## src/rtl/vga_sync_gen.sv

```systemverilog
`default_nettype none
// ============================================================================
//  Module      : vga_sync_gen
//  Description : VGA raster timing generator (640x480@60 Hz at defaults).
//                Every output is registered from the same next raster position.
//  Revision    : 1.0 - initial release
// ============================================================================
module vga_sync_gen #(
    parameter int CLK_DIV  = 4,
    parameter int H_ACTIVE = 640,
    parameter int H_FP     = 16,
    parameter int H_SYNC   = 96,
    parameter int H_BP     = 48,
    parameter int V_ACTIVE = 480,
    parameter int V_FP     = 10,
    parameter int V_SYNC   = 2,
    parameter int V_BP     = 33
) (
    input  logic       clk,
    input  logic       rst,
    output logic       pix_tick,
    output logic [9:0] hcount,
    output logic [9:0] vcount,
    output logic       video_on,
    output logic       hsync,
    output logic       vsync,
    output logic       frame_tick
);

    localparam int c_H_TOTAL = H_ACTIVE + H_FP + H_SYNC + H_BP;
    localparam int c_V_TOTAL = V_ACTIVE + V_FP + V_SYNC + V_BP;
    localparam int c_DIV_W   = (CLK_DIV > 1) ? $clog2(CLK_DIV) : 1;

    localparam logic [c_DIV_W-1:0] c_DIV_LAST = c_DIV_W'(CLK_DIV - 1);
    localparam logic [9:0] c_H_LAST     = 10'(c_H_TOTAL - 1);
    localparam logic [9:0] c_V_LAST     = 10'(c_V_TOTAL - 1);
    localparam logic [9:0] c_H_ACT      = 10'(H_ACTIVE);
    localparam logic [9:0] c_V_ACT      = 10'(V_ACTIVE);
    localparam logic [9:0] c_HS_FIRST   = 10'(H_ACTIVE + H_FP);
    localparam logic [9:0] c_HS_LAST    = 10'(H_ACTIVE + H_FP + H_SYNC - 1);
    localparam logic [9:0] c_VS_FIRST   = 10'(V_ACTIVE + V_FP);
    localparam logic [9:0] c_VS_LAST    = 10'(V_ACTIVE + V_FP + V_SYNC - 1);

    logic [c_DIV_W-1:0] r_div;
    logic               w_adv;
    logic [9:0]         w_h_next;
    logic [9:0]         w_v_next;

    // Next raster position; only consumed on an advance edge.
    always_comb begin
        w_adv    = (r_div == c_DIV_LAST);
        w_h_next = hcount + 10'd1;
        w_v_next = vcount;
        if (hcount == c_H_LAST) begin
            w_h_next = 10'd0;
            w_v_next = (vcount == c_V_LAST) ? 10'd0 : vcount + 10'd1;
        end
    end

    always_ff @(posedge clk) begin
        if (rst) begin
            r_div      <= '0;
            hcount     <= c_H_LAST;
            vcount     <= c_V_LAST;
            video_on   <= 1'b0;
            hsync      <= 1'b1;
            vsync      <= 1'b1;
            pix_tick   <= 1'b0;
            frame_tick <= 1'b0;
        end else begin
            pix_tick   <= w_adv;
            frame_tick <= w_adv && (w_h_next == 10'd0) && (w_v_next == c_V_ACT);
            if (w_adv) begin
                r_div    <= '0;
                hcount   <= w_h_next;
                vcount   <= w_v_next;
                video_on <= (w_h_next < c_H_ACT) && (w_v_next < c_V_ACT);
                hsync    <= !((w_h_next >= c_HS_FIRST) && (w_h_next <= c_HS_LAST));
                vsync    <= !((w_v_next >= c_VS_FIRST) && (w_v_next <= c_VS_LAST));
            end else begin
                r_div    <= r_div + 1'b1;
            end
        end
    end

endmodule
`default_nettype wire

```

## config.mk

```make
export PLATFORM = sky130hd
export DESIGN_NAME = vga_sync_gen
export DESIGN_NICKNAME = d
export VERILOG_FILES = /design/src/rtl/vga_sync_gen.sv
export SDC_FILE = /design/constraint.sdc
export NUM_CORES = 1
export LEC_CHECK = 0
export CAP_MARGIN = 20
export CELL_PAD_IN_SITES_DETAIL_PLACEMENT = 1
export CELL_PAD_IN_SITES_GLOBAL_PLACEMENT = 1
export CORE_MARGIN = 2
export CORE_UTILIZATION = 40
export DETAILED_ROUTE_END_ITERATION = 12
export HOLD_SLACK_MARGIN = 0.12
export PLACE_DENSITY = 0.85
export SLEW_MARGIN = 10
export SYNTH_ARGS = -nofsm -noshare
export SYNTH_HDL_FRONTEND = slang
export SYNTH_SLANG_ARGS = --single-unit
```

## constraint.sdc

```tcl
create_clock -name clk -period 3.2 [get_ports clk]
set_input_delay 0.48 -clock clk [delete_from_list [all_inputs] [get_ports clk]]
set_output_delay 0.48 -clock clk [all_outputs]
set_load 0.1 [all_outputs]
```

======== Word level (Yosys, flattened, before mapping) ========
Index checks and enable logic that the tools add are counted.
storage, ports and cells
  output and inout bits ................... 25
  logic and storage cells ................. 33
  input port bits ......................... 2
  register bits ........................... 27
operators by class
  add/subtract/negate cells ............... 3
  mux-type cells .......................... 3
  eq/ne operators ......................... 4
  $lt $le $gt $ge ......................... 6
  reductions and logical operators ........ 9
operators with widths
  operator                                                             number
  two-way mux 10 bit                                                   3
  adder 10 x 1 -> 10 bit (second input constant)                       2
  equality test 10 bit (second input constant)                         2
  equality test 10 x 9 -> 1 bit (second input constant)                1
  greater-or-equal comparator 10 bit (second input constant)           1
  greater-or-equal comparator 10 x 9 -> 1 bit (second input constant)  1
  <= comparator 10 bit (second input constant)                         1
  <= comparator 10 x 9 -> 1 bit (second input constant)                1
  zero test 10 bit                                                     1
  less-than comparator 10 bit (second input constant)                  1
  less-than comparator 10 x 9 -> 1 bit (second input constant)         1
  logical AND 1 bit                                                    5
  adder 2 x 1 -> 2 bit (second input constant)                         1
  equality test 2 bit (second input constant)                          1
  zero test 1 bit                                                      2
  OR reduction 2 bit                                                   1

======== Longest topological paths before layout ========
  word-level depth ........................ 6
  gate-level depth with buffers ........... 9
  gate-level depth less buffers ........... 8

======== Least setup slack after synthesis ========
OpenSTA, ideal clock, no wires.
  path kind ............................... register to register
  from .................................... register hcount[0]
  to ...................................... register video_on
  clock period less this slack ............ 3.433 ns
  stages on the path, launching flop included .. 9
  path slack .............................. -0.233 ns
  setup time .............................. 0.119 ns
  data arrival time ....................... 3.314 ns
  cells stage by stage .................... dfxtp_1 > ha_1 > nand4_4 > or3_1 > buf_6 > nor3_2 > xor2_2 > or4_1 > a32o_1
between the ends
  word-level cells in the longest chain between the ends .. 4
ends and longest elaborated chain
  element                                                                              RTL line  RTL
  from (decl)                                                                          22        output logic [9:0] hcount,
  from (signal assigned)                                                               63        hcount <= c_H_LAST;
  from (signal assigned)                                                               75        hcount <= w_h_next;
  adder 10 x 1 -> 10 bit or equality test 10 bit (tied branches)                       52, 54
  two-way mux 10 bit                                                                   54        if (hcount == c_H_LAST) begin
  less-than comparator 10 bit or less-than comparator 10 x 9 -> 1 bit (tied branches)  77        video_on <= (w_h_next < c_H_ACT) && (w_v_next < c_V_ACT);
  logical AND 1 bit *                                                                  77
  to (signal assigned)                                                                 77
  to (decl)                                                                            24        output logic video_on,
Mark *: on every way between the ends. The rest lies on a longest branch, timed or not.
A chain may end at the register's enable or synchronous reset.

======== Worst setup path in the final report ========
Same ends and word-level chain as after synthesis.

==> impl_metrics.env <==
export IMPL_vdd_drop_max_uv=257
export IMPL_grt_usage=0.203
export IMPL_synth_cell_types=51
export IMPL_fin_tns_setup_ns=0
export IMPL_cts_tree="built"
export IMPL_worst_path_max_fanout=9
export IMPL_multi_input_comb_area_um2=1030
export IMPL_dr_pass1_iters=4
export IMPL_grt_max_degree=25
export IMPL_netlist_area_um2=1700
export IMPL_synth_warning_count=0
export IMPL_p_leak_nw=0.812
export IMPL_drive_above_1_share=0.214
export IMPL_end_kind="flip-flop"
export IMPL_grt_antenna_before_repair=0
export IMPL_initial_core_util=0.419
export IMPL_arrival_ns=2.98
export IMPL_synth_ff_type="dfxtp_1"
export IMPL_rsz0062_at_grt="no"
export IMPL_setup_viol=0
export IMPL_finalCritPeriodShare=0.874
export IMPL_powerDensity_nw_per_um2=479
export IMPL_worst_pin_slew_ns=0.962
export IMPL_ios=27
export IMPL_wirelength_um=4580
export IMPL_startpoint_type="flip-flop"
export IMPL_clkTransAtPathRegs_ns=0.10
export IMPL_die_x_um=69.2
export IMPL_path_class="reg -> reg"
export IMPL_synth_edf_count=0
export IMPL_rows=23
export IMPL_grt_overflow_total=0
export IMPL_ys_seq_elements=27
export IMPL_final_antenna_net_count=0
export IMPL_clockBufferDepth=2
export IMPL_final_cell_mix="buf_4 (28), dfxtp_1 (24), nand2_1 (17)"
export IMPL_drv_slew=0
export IMPL_final_common_cell="buf_4"
export IMPL_fin_util=0.489
export IMPL_drv_cap=0
export IMPL_cts_buffers=3
export IMPL_syn2layout_area_growth_pct=16.6
export IMPL_place_congestion=0.769
export IMPL_grt_pass1_vias=1528
export IMPL_syn_instance_count=202
export IMPL_syn_nets=210
export IMPL_max_clock_freq_ghz=0.357
export IMPL_die_area_um2=4790
export IMPL_final_area_um2=1980
export IMPL_place_ws_ns=0.416
export IMPL_vias=1569
export IMPL_max_slew_margin=0.357
export IMPL_avgViaCountPerCell=5.73
export IMPL_initialDrtViolationCount=62
export IMPL_port_buffers=26
export IMPL_clkSinkCount=27
export IMPL_grt_pass1_wl_um=7900
export IMPL_fin_nets=233
export IMPL_post_cts_setup_buffer_count=0
export IMPL_diodes=0
export IMPL_synthArstFlopShare=0
export IMPL_floorplan_core_area_um2=4060
export IMPL_cts_root_buf="clkbuf_8"
export IMPL_hold_violations=0
export IMPL_syn_area_per_cell_um2=8.42
export IMPL_cts_resized=0
export IMPL_fp_dieH_um=69.2
export IMPL_seq_area_frac_synth=0.318
export IMPL_dpl_cell_area_um2=1940
export IMPL_fin_ws_ns=0.402
export IMPL_required_ns=3.38
export IMPL_min_path_type="reg -> reg"
export IMPL_clk_latency_ns=0.28
export IMPL_ctsHoldBuffers=0
export IMPL_post_route_min_period_ns=2.80
export IMPL_dp_hpwl_um=3280
export IMPL_seq_area_um2=544
export IMPL_fill_cells=493
export IMPL_drcViolationCount=0
export IMPL_finClkSkew_ns=0.00281
export IMPL_routedWlPerCell_um=16.7
export IMPL_cts_htree_levels=1
export IMPL_outcome="complete, no violations"
-- final timing paths --
path | from | endpoint | slack, ns | cells past startpoint
max | hcount[0] | video_on | 0.40 | 7
min | r_div[0] | r_div[0] | 0.43 | 1
max reg2reg | hcount[0] | video_on | 0.40 | 7
min reg2reg | r_div[0] | r_div[0] | 0.43 | 1
-- power by group --
part / total, mW / internal [mW] / switching (mW)
Clock: 0.205 / 0.0896 / 0.116
Combinational: 0.370 / 0.111 / 0.259
Sequential: 0.375 / 0.353 / 0.0218
-- flip-flops by register name, indices dropped and copies added (netlist names) --
name        cells
r_div           2
hsync           1
hcount         10
pix_tick        1
frame_tick      1
vsync           1
video_on        1
vcount         10
-- worst max-delay path: stages, from the launching register on --
cell     delay (ns)
dfxtp_2        0.41
ha_1           0.33
nand4_4        0.22
or3_1          0.55
nor3_2         0.28
xor2_2         0.11
or4_1          0.52
a32o_1         0.26
-- final cells by class --
type / instances / share of cell area
multi-input combinational: 152 / 0.522
sequential: 27 / 0.274
clock buffer: 4 / 0.0227
inverter: 7 / 0.0132
tap: 50 / 0.0315
timing repair buffer: 34 / 0.136
-- metrics by stage --
step	power, mW	std cells	hold slack, ns
2_1_floorplan	0.686	202	0.404
3_3_place_gp	0.741	270	0.420
3_5_place_dp	0.749	270	0.419
4_1_cts	0.956	274	0.433
5_1_grt	1.01	274	0.441
6_report	0.950	274	0.431
-- layer usage --
layer / up-vias / track usage / wire length, µm
li1: 773 / - / -
met1: 767 / 0.298 / 2270
met2: 25 / 0.302 / 2140
met3: 4 / 0.0291 / 118
met4: 0 / 0.0719 / 51
met5: - / 0 / 0
-- kinds of logic after synthesis --
logic type / Yosys count / share of synthesized area
and+or+nand+nor: 88 / 0.322
AOI/OAI and AO/OA: 46 / 0.176
DFF: 27 / 0.318
buffers and inverters: 23 / 0.0736
xor gates and xnor gates: 12 / 0.0662
adders and majority gates: 6 / 0.0441
-- cell usage after synthesis, types with 2 or more instances --
master | instances | area, µm²
a21o_2 | 2 | 17.5
a21oi_1 | 12 | 60.1
and2_1 | 2 | 12.5
and3_1 | 7 | 43.8
and4_1 | 2 | 17.5
buf_4 | 2 | 15.0
buf_6 | 4 | 45.0
clkbuf_1 | 9 | 33.8
dfxtp_1 | 27 | 541
ha_1 | 6 | 75.1
inv_1 | 7 | 26.3
nand2_1 | 17 | 63.8
nand2b_1 | 2 | 12.5
nand3_1 | 8 | 40.0
nand4_1 | 6 | 37.5
nand4_4 | 2 | 42.5
nor2_1 | 13 | 48.8
nor2b_1 | 2 | 12.5
nor3_1 | 10 | 50.1
o211ai_1 | 2 | 15.0
o21ai_0 | 14 | 70.1
o31ai_1 | 3 | 22.5
or3_1 | 4 | 25.0
or4_1 | 2 | 15.0
or4b_1 | 2 | 20.0
xnor2_1 | 5 | 43.8
xor2_1 | 6 | 52.6
Note: power is estimated with default switching activity, not from simulation.
